<file path="config.mk">
export PLATFORM = sky130hd
export DESIGN_NAME = mask_region_gate
export DESIGN_NICKNAME = d
export VERILOG_FILES = /design/src/rtl/mask_pkg.sv /design/src/rtl/mask_region_match.sv /design/src/rtl/mask_region_gate.sv
export SDC_FILE = /design/constraint.sdc
export NUM_CORES = 1
export LEC_CHECK = 0
export CAP_MARGIN = 10
export CORE_UTILIZATION = 60
export DETAILED_ROUTE_END_ITERATION = 8
export DONT_BUFFER_PORTS = 1
export GPL_TIMING_DRIVEN = 0
export HOLD_SLACK_MARGIN = 0.02
export PLACE_DENSITY = 0.74
export REMOVE_ABC_BUFFERS = 1
export SYNTH_ARGS = -nofsm -noshare
export SYNTH_HDL_FRONTEND = slang
export SYNTH_SLANG_ARGS = --single-unit
</file>
<file path="constraint.sdc">
create_clock -name clk -period 12.8 [get_ports clk]
set_input_delay 1.92 -clock clk [delete_from_list [all_inputs] [get_ports clk]]
set_output_delay 1.92 -clock clk [all_outputs]
set_load 0.05 [all_outputs]
</file>
<file path="src/rtl/mask_pkg.sv">
// Shared types for the mask region gate: per-region config record and mode encoding.
// Pure declarations; no timing or flow-control behaviour.
package mask_pkg;

    localparam int ROW_W_DEF  = 9;
    localparam int COL_W_DEF  = 6;
    localparam int DATA_W_DEF = 16;

    localparam logic MODE_PASS  = 1'b0;
    localparam logic MODE_BLANK = 1'b1;

    typedef struct packed {
        logic                 en;
        logic                 mode;
        logic [ROW_W_DEF-1:0] row_t;
        logic [ROW_W_DEF-1:0] row_b;
        logic [COL_W_DEF-1:0] col_l;
        logic [COL_W_DEF-1:0] col_r;
    } region_cfg_t;

endpackage

</file>
<file path="src/rtl/mask_region_match.sv">
// Single-region hit test: enabled and (row, col) inside the inclusive rectangle.
// Combinational, zero latency; no flow control.
module mask_region_match
    import mask_pkg::*;
(
    input  region_cfg_t          cfg,
    input  logic [ROW_W_DEF-1:0] rowadd,
    input  logic [COL_W_DEF-1:0] col,
    output logic                 hit
);

    // Inverted bounds simply never match; no wrap-around interpretation.
    assign hit = cfg.en
              && (rowadd >= cfg.row_t) && (rowadd <= cfg.row_b)
              && (col >= cfg.col_l) && (col <= cfg.col_r);

endmodule

</file>
<file path="src/rtl/mask_region_gate.sv">
// Gates a mask word stream through N prioritised rectangular regions with double-buffered config.
// Fixed 2-cycle latency valid_in -> valid_out; no backpressure, bubbles pass through.
module mask_region_gate
    import mask_pkg::*;
#(
    parameter int N_REGIONS     = 4,
    parameter int ROW_W         = ROW_W_DEF,
    parameter int COL_W         = COL_W_DEF,
    parameter int DATA_W        = DATA_W_DEF,
    parameter int WORDS_PER_ROW = 20
) (
    input  logic                 clk,
    input  logic                 rst,
    input  logic                 frame_start,
    input  logic                 cfg_we,
    input  logic [2:0]           cfg_idx,
    input  logic                 cfg_en,
    input  logic                 cfg_mode,
    input  logic [ROW_W-1:0]     cfg_row_t,
    input  logic [ROW_W-1:0]     cfg_row_b,
    input  logic [COL_W-1:0]     cfg_col_l,
    input  logic [COL_W-1:0]     cfg_col_r,
    input  logic                 valid_in,
    input  logic [ROW_W-1:0]     rowadd,
    input  logic [DATA_W-1:0]    mstream_default,
    input  logic [DATA_W-1:0]    mstream_in,
    output logic                 valid_out,
    output logic [DATA_W-1:0]    mstream_out,
    output logic [N_REGIONS-1:0] region_hit,
    output logic                 cfg_pending
);

    localparam logic [3:0]       N_REG_L  = 4'(N_REGIONS);
    localparam logic [COL_W-1:0] COL_LAST = COL_W'(WORDS_PER_ROW - 1);

    region_cfg_t shadow [N_REGIONS];
    region_cfg_t active [N_REGIONS];
    region_cfg_t wr_cfg;
    logic        idx_ok;

    assign wr_cfg = '{en: cfg_en, mode: cfg_mode, row_t: cfg_row_t, row_b: cfg_row_b,
                      col_l: cfg_col_l, col_r: cfg_col_r};
    assign idx_ok = ({1'b0, cfg_idx} < N_REG_L);

    // A write landing on frame_start goes straight into the active bank as well.
    always_ff @(posedge clk or posedge rst) begin
        if (rst) begin
            for (int i = 0; i < N_REGIONS; i++) begin
                shadow[i] <= '0;
                active[i] <= '0;
            end
            cfg_pending <= 1'b0;
        end else begin
            for (int i = 0; i < N_REGIONS; i++) begin
                if (cfg_we && cfg_idx == 3'(i))
                    shadow[i] <= wr_cfg;
                if (frame_start)
                    active[i] <= (cfg_we && cfg_idx == 3'(i)) ? wr_cfg : shadow[i];
            end
            if (frame_start)
                cfg_pending <= 1'b0;
            else if (cfg_we && idx_ok)
                cfg_pending <= 1'b1;
        end
    end

    logic [COL_W-1:0] col_cnt;
    logic [COL_W-1:0] col_cur;
    logic [ROW_W-1:0] last_row;

    assign col_cur = (frame_start || rowadd != last_row) ? '0 : col_cnt;

    always_ff @(posedge clk or posedge rst) begin
        if (rst) begin
            col_cnt  <= '0;
            last_row <= '0;
        end else if (valid_in) begin
            col_cnt  <= (col_cur == COL_LAST) ? '0 : col_cur + 1'b1;
            last_row <= rowadd;
        end else if (frame_start) begin
            col_cnt  <= '0;
        end
    end

    logic [N_REGIONS-1:0] hit_vec;
    logic [N_REGIONS-1:0] win;
    logic                 win_mode;

    for (genvar g = 0; g < N_REGIONS; g++) begin : g_match
        mask_region_match u_match (
            .cfg    (active[g]),
            .rowadd (rowadd),
            .col    (col_cur),
            .hit    (hit_vec[g])
        );
    end

    // Isolate the lowest set bit: lowest index has priority.
    assign win = hit_vec & (~hit_vec + N_REGIONS'(1));

    always_comb begin
        win_mode = MODE_PASS;
        for (int i = 0; i < N_REGIONS; i++)
            if (win[i]) win_mode = active[i].mode;
    end

    logic                 s1_vld;
    logic [N_REGIONS-1:0] s1_win;
    logic                 s1_mode;
    logic [DATA_W-1:0]    s1_in;
    logic [DATA_W-1:0]    s1_def;

    always_ff @(posedge clk or posedge rst) begin
        if (rst) begin
            s1_vld      <= 1'b0;
            s1_win      <= '0;
            s1_mode     <= MODE_PASS;
            s1_in       <= '0;
            s1_def      <= '0;
            valid_out   <= 1'b0;
            mstream_out <= '0;
            region_hit  <= '0;
        end else begin
            s1_vld <= valid_in;
            if (valid_in) begin
                s1_win  <= win;
                s1_mode <= win_mode;
                s1_in   <= mstream_in;
                s1_def  <= mstream_default;
            end
            valid_out <= s1_vld;
            if (s1_vld) begin
                region_hit <= s1_win;
                if (s1_win == '0)
                    mstream_out <= s1_def;
                else if (s1_mode == MODE_BLANK)
                    mstream_out <= '0;
                else
                    mstream_out <= s1_in;
            end
        end
    end

endmodule

</file>
==> impl_metrics.prom <==
# TYPE chip_impl_metric gauge
chip_impl_info{name="status",value="complete, no violations"} 1
chip_impl_info{name="synth_top_family_by_area",value="multiplexers"} 1
chip_impl_info{name="hp-class",value="register to register"} 1
chip_impl_metric{name="max_slew_margin",unit=""} 0.187
chip_impl_metric{name="crit_path_max_fanout",unit=""} 10
chip_impl_metric{name="grt_antenna_before_repair",unit=""} 1
chip_impl_metric{name="synth.yosys.seq_area_share",unit=""} 0.539
chip_impl_metric{name="synth_area",unit="um2"} 15400
chip_impl_metric{name="drive_above_1_share",unit=""} 0.203
chip_impl_metric{name="dpl.hpwl",unit="um"} 20500
chip_impl_metric{name="syn2layout_area_growth",unit="%"} 10.6
chip_impl_metric{name="worstPathRequired",unit="ps"} 13190
chip_impl_metric{name="antenna_cells_inserted",unit=""} 0
chip_impl_metric{name="final_worst_slack",unit="ps"} 7620
chip_impl_info{name="synth_flop_type",value="dfrtp_1"} 1
chip_impl_metric{name="design.core.area",unit="um2"} 25100
chip_impl_metric{name="grt_use_total",unit=""} 0.246
chip_impl_metric{name="post_synth.cell_area_avg",unit="um2"} 11.6
chip_impl_metric{name="pin_count_of_the_biggest_net_entering_global_routing",unit=""} 240
chip_impl_metric{name="grt.overflow.total",unit=""} 0
chip_impl_metric{name="synthesis.instances",unit=""} 1327
chip_impl_info{name="tritoncts",value="done"} 1
chip_impl_metric{name="die_height",unit="um"} 162
chip_impl_metric{name="share_clk_of_total_power",unit=""} 0.365
chip_impl_metric{name="dieWidth",unit="um"} 162
chip_impl_metric{name="nets",unit=""} 1525
chip_impl_info{name="startpoint_type",value="input port"} 1
chip_impl_metric{name="wl",unit="um"} 30900
chip_impl_metric{name="power.share.combinational",unit=""} 0.166
chip_impl_metric{name="initial_utilization",unit=""} 0.612
chip_impl_metric{name="synth.area.mux_share",unit=""} 0.145
chip_impl_metric{name="synth.ff_latch_count",unit=""} 331
chip_impl_metric{name="stdcell_count",unit=""} 1678
chip_impl_metric{name="drt.antenna.violating_nets",unit=""} 0
chip_impl_metric{name="final_skew",unit="ps"} 18.8
chip_impl_metric{name="report.final.slew_viol_count",unit=""} 0
chip_impl_metric{name="ctsResizeCount",unit=""} 0
chip_impl_metric{name="vdd.ir_drop.worst",unit="mV"} 0.178
chip_impl_info{name="critPathKind",value="input port to register"} 1
chip_impl_metric{name="synth-edff-count",unit=""} 0
chip_impl_metric{name="route.vias.total",unit=""} 9624
chip_impl_metric{name="max_freq",unit="GHz"} 0.193
chip_impl_metric{name="io_buffer_count",unit=""} 0
chip_impl_metric{name="fillers",unit=""} 1893
chip_impl_metric{name="post-cts-setup-buffer-count",unit=""} 0
chip_impl_info{name="layout.cells.most_common_list",value="dfrtp_1, mux2_2, o21ai_0, nand2_1"} 1
chip_impl_metric{name="totalNegativeSetupSlack",unit="ps"} 0
chip_impl_metric{name="die_area",unit="um2"} 26200
chip_impl_metric{name="power.share.sequential",unit=""} 0.469
chip_impl_metric{name="total_switching_power",unit="W"} 0.000766
chip_impl_metric{name="fp-row-count",unit=""} 58
chip_impl_metric{name="cp.arrival",unit="ps"} 5570
chip_impl_info{name="final_common_cell",value="dfrtp_1"} 1
chip_impl_metric{name="postLayoutCellArea",unit="um2"} 17000
chip_impl_metric{name="avgViaCountPerCell",unit=""} 5.74
chip_impl_metric{name="routed_wire_length_per_instance",unit="um"} 18.4
chip_impl_metric{name="detail_route.first_pass.iterations",unit=""} 4
chip_impl_metric{name="period_minus_slack",unit="ps"} 5180
chip_impl_metric{name="internal_power",unit="W"} 0.00211
chip_impl_metric{name="global_route_wire_length_before_repair",unit="um"} 50800
chip_impl_metric{name="numPlacedInstances",unit=""} 1615
chip_impl_metric{name="synth_compound_gate_area_share",unit=""} 0.0925
chip_impl_metric{name="power.leakage",unit="nW"} 7.78
chip_impl_metric{name="synth-simple-area-share",unit=""} 0.0751
chip_impl_metric{name="cts.sinks",unit=""} 331
chip_impl_metric{name="p_sw_frac",unit=""} 0.266
chip_impl_metric{name="cts.clk_slew.worst_paths",unit="ps"} 60
chip_impl_metric{name="synth.distinct_cells",unit=""} 56
chip_impl_metric{name="synthAdderAreaFrac",unit=""} 0.0986
chip_impl_metric{name="detail_route.drc_violations",unit=""} 0
chip_impl_metric{name="post_dp_cell_area",unit="um2"} 15800
chip_impl_metric{name="synth_xor_xnor_area_share",unit=""} 0.00570
chip_impl_metric{name="detailedPlace.worstSlack",unit="ps"} 7140
chip_impl_metric{name="routabilityCongestion",unit=""} 0.805
chip_impl_metric{name="timing_hold_violations_final",unit=""} 0
chip_impl_metric{name="total_power",unit="W"} 0.00288
chip_impl_metric{name="cap_viol_max_count",unit=""} 0
chip_impl_metric{name="worstSkewPairLatency",unit="ps"} 520
chip_impl_metric{name="design.portCount",unit=""} 103
chip_impl_info{name="cts-root-buf",value="clkbuf_16"} 1
chip_impl_metric{name="cts.hold.buffers_added",unit=""} 0
chip_impl_metric{name="synth-async-reset-ratio",unit=""} 1.00
chip_impl_metric{name="setup-violations-final",unit=""} 0
chip_impl_info{name="grt_setup_unrepaired",value="false"} 1
chip_impl_metric{name="cts_htree_levels",unit=""} 2
chip_impl_metric{name="numCtsBuffers",unit=""} 36
chip_impl_metric{name="post-route-period-util",unit=""} 0.405
chip_impl_info{name="critical_path.endpoint_type",value="register"} 1
chip_impl_metric{name="dr_iter_0_viols",unit=""} 617
chip_impl_metric{name="yosysWarnings",unit=""} 0
chip_impl_metric{name="p_per_area",unit="nW/um2"} 170
chip_impl_metric{name="first_global_vias",unit=""} 10100
chip_impl_metric{name="cts_max_path_buffers",unit=""} 3
chip_impl_metric{name="worst-slew-pin-transition",unit="ps"} 1220
==> routing by layer <==
| layer | wire length, um | track usage | up-vias | share of wire |
|---|---|---|---|---|
| li1 | - | - | 4582 | - |
| met1 | 13700 | 0.322 | 4825 | 0.44 |
| met2 | 15300 | 0.416 | 161 | 0.49 |
| met3 | 1220 | 0.0472 | 56 | 0.039 |
| met4 | 762 | 0.0763 | 0 | 0.025 |
| met5 | 0 | 0 | - | 0 |
==> registers in the layout, indices dropped and copies added, names as in the netlist <==
name,count
col_cnt,6
s1_vld,1
mstream_out,16
valid_out,1
last_row,9
region_hit,4
s1_def,16
active,128
s1_mode,1
shadow,128
cfg_pending,1
s1_in,16
s1_win,4
==> worst max-delay path: stages <==
cell and delay, ps:
xnor2_1 130, nand4_1 140, nor4_2 630, and2_1 530, ha_1 340, a211oi_1 260
o21ai_0 120, nor3_1 230, o22ai_1 160, nor4b_2 630, or2b_1 280, o31ai_1 70
mux2i_1 100
==> cell usage after synthesis, drive strengths merged (2+ instances only) <==
cell type  instances  area [um2]
dfrtp            331        8280
mux2             196        2210
o21ai            135         676
inv              122         458
nand2            122         458
ha               121        1510
a21oi             59         295
clkbuf            45         169
nor2              39         146
nor3b             17         128
nand4             15        93.8
nand3             13        65.1
buf                9        42.5
xnor2              9        78.8
a211oi             8        65.1
nand2b             8        50.1
a21o               7        52.6
a2111oi            5        50.0
nor2b              5        31.3
o31ai              5        37.5
and2               4        25.0
nor3               4        20.0
nor4               4        31.3
o211ai             4        35.0
o21a               4        30.0
a21boi             3        22.5
a31oi              3        18.8
o21bai             3        22.5
or4                3        26.3
a211o              2        17.5
and3               2        12.5
mux2i              2        20.0
o32ai              2        17.5
==> kinds of logic (layout without fill, tap and decap cells) <==
| logic type | after synthesis | in the layout |
|---|---|---|
| AOI/OAI and AO/OA | 248 | 248 |
| xor gates and xnor gates | 10 | 10 |
| adders and majority gates | 121 | 121 |
| buffers and inverters | 176 | 197 |
| DFF | 331 | 331 |
| muxes | 198 | 198 |
| and+or+nand+nor | 243 | 243 |
==> through the flow <==
stage	hold WS [ps]	utilization
after global placement	475	0.620
after global routing	501	0.676
after CTS	495	0.676
after detailed placement	481	0.628
final	491	0.676
after floorplan	452	-
==> power by group through the flow <==
stage / clock network, W / registers [W] / logic [W]
after floorplan: 0 / 0.00135 / 0.000374
after global placement: 0 / 0.00136 / 0.000448
after detailed placement: 0 / 0.00137 / 0.000479
after CTS: 0.00107 / 0.00135 / 0.000486
after global routing: 0.00111 / 0.00137 / 0.000551
final: 0.00105 / 0.00135 / 0.000479
==> cell type report <==
class	instances	area, um2	share of cell area
inverter	122	465	0.0274
clock buffer	56	1090	0.0640
clock inverter	7	120	0.00707
timing repair buffer	12	183	0.0108
sequential	331	8280	0.488
multi-input combinational	820	6430	0.379
tap	330	413	0.0243
==> path summary, 6_finish.rpt <==
kind,startpoint,endpoint,slack (ps),cells after the start
max,rowadd[3],s1_mode,7620,13
min,shadow[108],shadow[108],490,1
max reg2reg,last_row[3],s1_mode,8600,13
min reg2reg,shadow[108],shadow[108],490,1
max in group asynchronous,rst,active[73],10340,2
min in group asynchronous,rst,cfg_pending,1450,1
Note: power is estimated with default switching activity, not from simulation.
